<file path="src/rtl/parity_frame_rx.sv">
// parity_frame_rx: deframes start/data/parity/stop serial units, checks parity and stop, counts errors
module parity_frame_rx #(
  parameter int DATA_W = 8,
  parameter bit PARITY_ODD = 1'b0,
  parameter int CNT_W = 8
) (
  input  logic              clk,
  input  logic              rst,
  input  logic              bit_valid,
  input  logic              bit_in,
  input  logic              clr_cnt,
  output logic [DATA_W-1:0] dout,
  output logic              dout_valid,
  output logic              parity_err,
  output logic              frame_err,
  output logic              busy,
  output logic [CNT_W-1:0]  err_cnt
);
  localparam int IW = DATA_W > 1 ? $clog2(DATA_W) : 1;
  typedef enum logic [1:0] {IDLE, DATA, PARITY, STOP} state_t;
  state_t            state;
  logic [IW-1:0]     idx;
  logic [DATA_W-1:0] sh;
  logic              rx;
  logic              p_r;
  always_ff @(posedge clk) begin
    if (rst) begin
      state      <= IDLE;
      idx        <= '0;
      sh         <= '0;
      rx         <= 1'b0;
      p_r        <= 1'b0;
      dout       <= '0;
      dout_valid <= 1'b0;
      parity_err <= 1'b0;
      frame_err  <= 1'b0;
      busy       <= 1'b0;
      err_cnt    <= '0;
    end else begin
      dout_valid <= 1'b0;
      if (bit_valid) begin
        case (state)
          IDLE: if (!bit_in) begin
            state <= DATA;
            busy  <= 1'b1;
            idx   <= '0;
            rx    <= 1'b0;
          end
          DATA: begin
            sh[idx] <= bit_in;
            rx      <= rx ^ bit_in;
            idx     <= idx + IW'(1);
            if (idx == IW'(DATA_W - 1)) state <= PARITY;
          end
          PARITY: begin
            p_r   <= rx ^ bit_in ^ PARITY_ODD;
            state <= STOP;
          end
          default: begin
            dout       <= sh;
            dout_valid <= 1'b1;
            parity_err <= p_r;
            frame_err  <= ~bit_in;
            busy       <= 1'b0;
            state      <= IDLE;
            if ((p_r | ~bit_in) && !(&err_cnt)) err_cnt <= err_cnt + CNT_W'(1);
          end
        endcase
      end
      if (clr_cnt) err_cnt <= '0;
    end
  end
endmodule

</file>
<file path="config.mk">
export PLATFORM = sky130hd
export DESIGN_NAME = parity_frame_rx
export DESIGN_NICKNAME = d
export VERILOG_FILES = /design/src/rtl/parity_frame_rx.sv
export SDC_FILE = /design/constraint.sdc
export NUM_CORES = 1
export LEC_CHECK = 0
export CAP_MARGIN = 20
export CORE_UTILIZATION = 30
export CTS_CLUSTER_SIZE = 28
export DETAILED_ROUTE_END_ITERATION = 10
export HOLD_SLACK_MARGIN = 0.03
export PLACE_DENSITY = 0.62
export SLEW_MARGIN = 10
export SYNTH_ARGS = -nofsm -noshare
export SYNTH_HDL_FRONTEND = slang
export SYNTH_SLANG_ARGS = --single-unit
</file>
<file path="constraint.sdc">
create_clock -name clk -period 2.2 [get_ports clk]
set_clock_uncertainty 0.1 [all_clocks]
set_input_delay 0.44 -clock clk [delete_from_list [all_inputs] [get_ports clk]]
set_output_delay 0.44 -clock clk [all_outputs]
set_load 0.01 [all_outputs]
</file>
==> flow_metrics.env, run 1 <==
export IMPL_status="completed"
export IMPL_slew_viol_final=0
export IMPL_die_width_um=75.2
export IMPL_grt_pass1_vias=1216
export IMPL_vias=1425
export IMPL_finalPower_mw=1.36
export IMPL_worstMarginPinSlew_ns=0.410
export IMPL_grt_antenna_before_repair=0
export IMPL_area_growth_pct=29.9
export IMPL_dp_hpwl_mm=2.34
export IMPL_synth_simple_area_share_pct=24.6
export IMPL_synth_async_reset_ratio_pct=0
export IMPL_gp_congestion=0.788
export IMPL_yosysSeqAreaShare_pct=43.6
export IMPL_route_detailed_wl_per_inst_um=11.2
export IMPL_via_per_inst=4.77
export IMPL_nFillCells=562
export IMPL_clk_latency_ns=0.28
export IMPL_power_density_mw_per_mm2=652
export IMPL_startpoint_type="flip-flop"
export IMPL_slowest_delay_ns=0.58
export IMPL_synthDistinctLibCells=36
export IMPL_synthCells=197
export IMPL_drtAntennaViolNets=0
export IMPL_drc_errors=0
export IMPL_place_area_sq_mm=0.00197
export IMPL_postRouteWirelength_mm=3.34
export IMPL_fin_crit_sh_pct=83.8
export IMPL_synth_xor_xnor_area_share_pct=1.09
export IMPL_worstReg2RegEnd="state[0]$_SDFFE_PP0P_"
export IMPL_drive_gt1_share_pct=9.17
export IMPL_min_to="dout[2]$_SDFFE_PP0P_"
export IMPL_hold_depth=2
export IMPL_end_kind="output port"
export IMPL_hold_viol_final=0
export IMPL_clkTransAtPathRegs_ns=0.07
export IMPL_cp_buffers_inverters=1
export IMPL_syn_avg_cell_area_sq_um=8.16
export IMPL_power_leakage_nw=0.697
export IMPL_grt_usage_pct=12.9
export IMPL_reg2reg_depth=6
export IMPL_fin_crit_ns=1.84
export IMPL_cp_max_fo=7
export IMPL_io_pins=25
export IMPL_io_buffers=24
export IMPL_postCtsSetupRepairBufs=0
export IMPL_post_synth_top_count_cell="dfxtp_1"
export IMPL_drt_iter0_markers=79
export IMPL_r2r_slack_ns=0.36
export IMPL_core_area_sq_mm=0.00514
export IMPL_synth_area_leader_cell="dfxtp_1"
export IMPL_hp_class="reg -> reg"
export IMPL_synth_top_cells_by_count="dfxtp_1 (35), nand2_1 (33), a21oi_1 (25)"
export IMPL_cts_sinks=35
export IMPL_hp_start="sh[2]$_SDFFE_PP0P_"
export IMPL_synth_cell_area_sq_mm=0.00161
export IMPL_synth_edf_count=0
export IMPL_fmax_mhz=543
export IMPL_grt_start_max_net_pins=29
export IMPL_synth_area_mux_share_pct=2.49
export IMPL_nets=241
export IMPL_grt_pass1_wl_mm=5.53
export IMPL_die_area_sq_mm=0.00565
export IMPL_initial_core_util_pct=31.3
export IMPL_cts_buffers=5
export IMPL_synth_top_family_by_area="simple AND/OR/NAND/NOR gates"
export IMPL_clk_path_buf_depth=2
export IMPL_synth_compound_area_share_pct=18.5
export IMPL_syn_num_nets=210
export IMPL_synth_top_cells_by_area="dfxtp_1 (44%), a21oi_1 (7.8%), nand2_1 (7.7%)"
export IMPL_synth_top_area_share_pct=43.6
export IMPL_dr_pass1_iters=4
export IMPL_ctsResizeCount=0
export IMPL_fin_setup_tns_ns=0
export IMPL_cp_cell_sequence="clkdlybuf4s50_1"
export IMPL_ys_seq_elements=35
export IMPL_maxSlewHeadroom_pct=72.5
export IMPL_synth_warnings=0
export IMPL_r2r_start="idx[1]$_SDFFE_PP0P_"
export IMPL_die_height_um=75.2
export IMPL_postLayoutCoreUtil_pct=40.6
export IMPL_rows=26
export IMPL_worst_ep_arrival_time_ns=1.30
export IMPL_rsz0062_at_grt="no"
export IMPL_vdd_drop_max_v=0.000211
export IMPL_crit_type="reg -> out"
export IMPL_crit_path_top_delay_cell="clkdlybuf4s50_1"
export IMPL_synth_adder_area_share_pct=6.23
export IMPL_cts_root_buf="clkbuf_8"
export IMPL_cts_tree="yes"
export IMPL_path_delay_family="buffers and inverters"
export IMPL_finalSetupViolCount=0
export IMPL_antennaDiodeCount=0
export IMPL_final_cell_area_sq_mm=0.00209
export IMPL_htreeDepth=2
export IMPL_grt_ovfl_total=0
export IMPL_ys_flop_type="dfxtp_1"
export IMPL_holdBufCountCts=0
export IMPL_cp_required_ns=1.66
export IMPL_maxCapViolCount=0
[stage by stage]
step                      setup slack (ns)  hold WS [ns]  std cells
after floorplan                      0.428         0.328        197
after global placement               0.102         0.337        291
after detailed placement            0.0997         0.344        291
after CTS                            0.345         0.355        299
after global routing                 0.261         0.369        299
final                                0.357         0.346        299
[state kept, by name, indices dropped and copies added, names as in the netlist]
signal,flops
busy,1
err_cnt,8
dout_valid,1
p_r,1
sh,8
rx,1
dout,8
frame_err,1
state,2
parity_err,1
idx,3
[worst max-delay path by stage]
stage               cells past startpoint                     from                      end
detailed placement                      5                bit_valid  err_cnt[3]$_SDFFE_PP0P_
global route                            6      idx[1]$_SDFFE_PP0P_    state[0]$_SDFFE_PP0P_
CTS                                     1  err_cnt[0]$_SDFFE_PP0P_               err_cnt[0]
global placement                        5                bit_valid  err_cnt[3]$_SDFFE_PP0P_
finish                                  1  err_cnt[0]$_SDFFE_PP0P_               err_cnt[0]
floorplan                               6    state[0]$_SDFFE_PP0P_    state[0]$_SDFFE_PP0P_
[power breakdown]
group / leakage (nW) / internal (mW) / total (mW) / switching [mW]
registers: 0.282 / 0.641 / 0.649 / 0.00801
logic: 0.353 / 0.0491 / 0.110 / 0.0605
clock network: 0.0612 / 0.367 / 0.601 / 0.235
[cell usage in the layout, fill, tap and decap left out, types with 2 or more instances in the layout]
master	instances
clkbuf_8	6
o21ai_0	10
a21oi_1	25
dfxtp_1	35
nand2b_1	4
nor3b_1	2
nor2_1	19
inv_1	4
nor2b_1	4
a211oi_1	2
clkdlybuf4s50_1	24
nand2_1	33
a2111oi_0	2
ha_1	8
o2111ai_1	3
o31ai_1	2
mux2i_1	4
or3_1	4
nand3_1	6
buf_4	10
or4_1	2
nor3_1	3
o21a_1	2
[logic make-up after synthesis]
group / count (synthesis)
flops: 35
buf+inv: 14
simple gates: 84
compound gates: 50
xor+xnor: 2
mux: 4
fa+ha+maj: 8
[per-layer routing]
metal	GRT usage [%]	wire (um)	share of wire [%]	up-vias
li1	-	-	-	750
met5	0	0	0	-
met4	6.17	67	2.0	0
met3	2.41	67	2.0	7
met1	16.4	1640	49	652
met2	21.2	1570	47	16
[cell type report]
class	instances	area, sq um	share of cell area (%)
multi-input combinational	148	851	40.8
timing repair buffer	34	315	15.1
clock inverter	2	35.0	1.68
clock buffer	6	82.6	3.96
tap	70	87.6	4.20
inverter	4	15.0	0.719
sequential	35	701	33.6
Note: power is estimated with default switching activity, not from simulation.
==> inputs of run 2 (changes only) <==
Clock period 2.2 ns to 1.7 ns, I/O delays scaled along.
==> run 2 against run 1 <==
Critical path depth unchanged. Non-clock buffer count increased by 10. Sequential power increased by 29%. Register-to-register slack got worse by 0.27 ns. Count of clock-buffer cells in the layout increased by 1. Routed wire length increased by 4.8%. Cell area increased by 5.5%. Via count increased by 2.6%. Die area unchanged. Setup slack got worse by 0.30 ns. Flip-flop and latch count unchanged. Sequential share of layout area decreased by 1.2 points. Critical path type unchanged. Largest cell class unchanged.
==> flow_metrics.env, run 2 (synthesis results as in run 1) <==
export IMPL_status="completed"
export IMPL_initial_core_util_pct=31.3
export IMPL_finalSetupViolCount=0
export IMPL_die_height_um=75.2
export IMPL_grt_antenna_before_repair=0
export IMPL_grt_pass1_wl_mm=6.01
export IMPL_startpoint_type="flip-flop"
export IMPL_nFillCells=536
export IMPL_p_sw_share_pct=24.1
export IMPL_fmax_mhz=607
export IMPL_io_buffers=24
export IMPL_hold_viol_final=0
export IMPL_io_pins=25
export IMPL_final_cell_area_sq_mm=0.00220
export IMPL_cp_buffers_inverters=1
export IMPL_dr_pass1_iters=4
export IMPL_postCtsSetupRepairBufs=0
export IMPL_holdWs_ns=0.353
export IMPL_worst_ep_arrival_time_ns=1.21
export IMPL_dp_cells=301
export IMPL_clk_latency_ns=0.29
export IMPL_dp_hpwl_mm=2.43
export IMPL_holdBufCountCts=0
export IMPL_finalPower_mw=1.68
export IMPL_area_growth_pct=37.1
export IMPL_combPwrFrac_pct=9.5
export IMPL_end_kind="output port"
export IMPL_cp_required_ns=1.26
export IMPL_maxSlewHeadroom_pct=77.2
export IMPL_htreeDepth=2
export IMPL_clkPwrFrac_pct=40.5
export IMPL_cts_tree="yes"
export IMPL_ctsResizeCount=6
export IMPL_postRouteWirelength_mm=3.50
export IMPL_cp_max_fo=6
export IMPL_crit_type="reg -> out"
export IMPL_clk_path_buf_depth=2
export IMPL_fin_crit_ns=1.65
export IMPL_drt_iter0_markers=89
export IMPL_drtAntennaViolNets=0
export IMPL_cp_cell_sequence="clkdlybuf4s50_1"
export IMPL_drc_errors=0
export IMPL_cts_buffers=5
export IMPL_route_detailed_wl_per_inst_um=11.3
export IMPL_vdd_drop_max_v=0.000248
export IMPL_pwr_share_seq_pct=50.1
export IMPL_rows=26
export IMPL_place_ws_ns=-0.345
export IMPL_largestRegisters="dout x8, err_cnt x8, sh x8"
export IMPL_clkTransAtPathRegs_ns=0.07
export IMPL_grt_pass1_vias=1302
export IMPL_grt_start_max_net_pins=29
export IMPL_die_width_um=75.2
export IMPL_power_leakage_nw=0.802
export IMPL_worstMarginPinSlew_ns=0.333
export IMPL_core_area_sq_mm=0.00514
export IMPL_drive_gt1_share_pct=18.0
export IMPL_grt_usage_pct=14.2
export IMPL_place_area_sq_mm=0.00206
export IMPL_path_delay_family="buffers and inverters"
export IMPL_seq_area_sq_um=712
export IMPL_power_density_mw_per_mm2=761
export IMPL_final_common_cell="nand2_1"
export IMPL_cts_root_buf="clkbuf_8"
export IMPL_grt_ovfl_total=0
export IMPL_die_area_sq_mm=0.00565
export IMPL_rsz0062_at_grt="no"
export IMPL_final_cell_mix="nand2_1 (33), dfxtp_1 (28), a21oi_1 (25)"
export IMPL_slowest_delay_ns=0.55
export IMPL_gp_congestion=0.864
export IMPL_crit_path_top_delay_cell="clkdlybuf4s50_1"
export IMPL_fin_cells=309
export IMPL_cts_sinks=35
export IMPL_slew_viol_final=0
export IMPL_via_per_inst=4.73
export IMPL_setup_ws_ns=0.0533
export IMPL_nets=251
export IMPL_hp_class="reg -> reg"
export IMPL_vias=1462
export IMPL_internal_power_mw=1.27
export IMPL_multiInputGateArea_sq_um=877
export IMPL_r2r_slack_ns=0.09
export IMPL_maxCapViolCount=0
export IMPL_fin_crit_sh_pct=96.9
export IMPL_switchingPower_mw=0.403
export IMPL_antennaDiodeCount=0
run 2: area by class of cell:
class / instances / share of cell area, %
Clock buffer: 7 / 4.38
Clock inverter: 1 / 0.341
Inverter: 4 / 0.682
Multi-Input combinational cell: 148 / 39.8
Sequential cell: 35 / 32.3
Tap cell: 70 / 3.98
Timing Repair Buffer: 44 / 18.5
run 2: worst paths after layout:
check | start | end | cells after the start
worst max-delay path | err_cnt[6]$_SDFFE_PP0P_ | err_cnt[6] | 1
worst min-delay path | dout[4]$_SDFFE_PP0P_ | dout[4]$_SDFFE_PP0P_ | 2
worst max register to register | state[0]$_SDFFE_PP0P_ | err_cnt[3]$_SDFFE_PP0P_ | 5
worst min register to register | dout[4]$_SDFFE_PP0P_ | dout[4]$_SDFFE_PP0P_ | 2
run 2: through the flow:
step           setup TNS, ns  utilization, %
3_5_place_dp           -4.42            40.1
6_report                   0            42.8
3_3_place_gp           -3.74            40.1
2_1_floorplan              0               -
5_1_grt                    0            42.8
4_1_cts                    0            42.1
run 2: routing by layer:
metal / track usage (%) / share of wire [%]
met1: 18.6 / 50
met4: 7.41 / 1.7
met5: 0 / 0
met3: 3.88 / 3.9
met2: 21.2 / 45
run 2: power by group through the flow:
stage	combinational, mW	sequential (mW)	clock [mW]
CTS	0.158	0.839	0.701
detailed placement	0.158	0.858	0
finish	0.158	0.840	0.678
global route	0.176	0.842	0.738
floorplan	0.0990	0.859	0
global placement	0.157	0.858	0
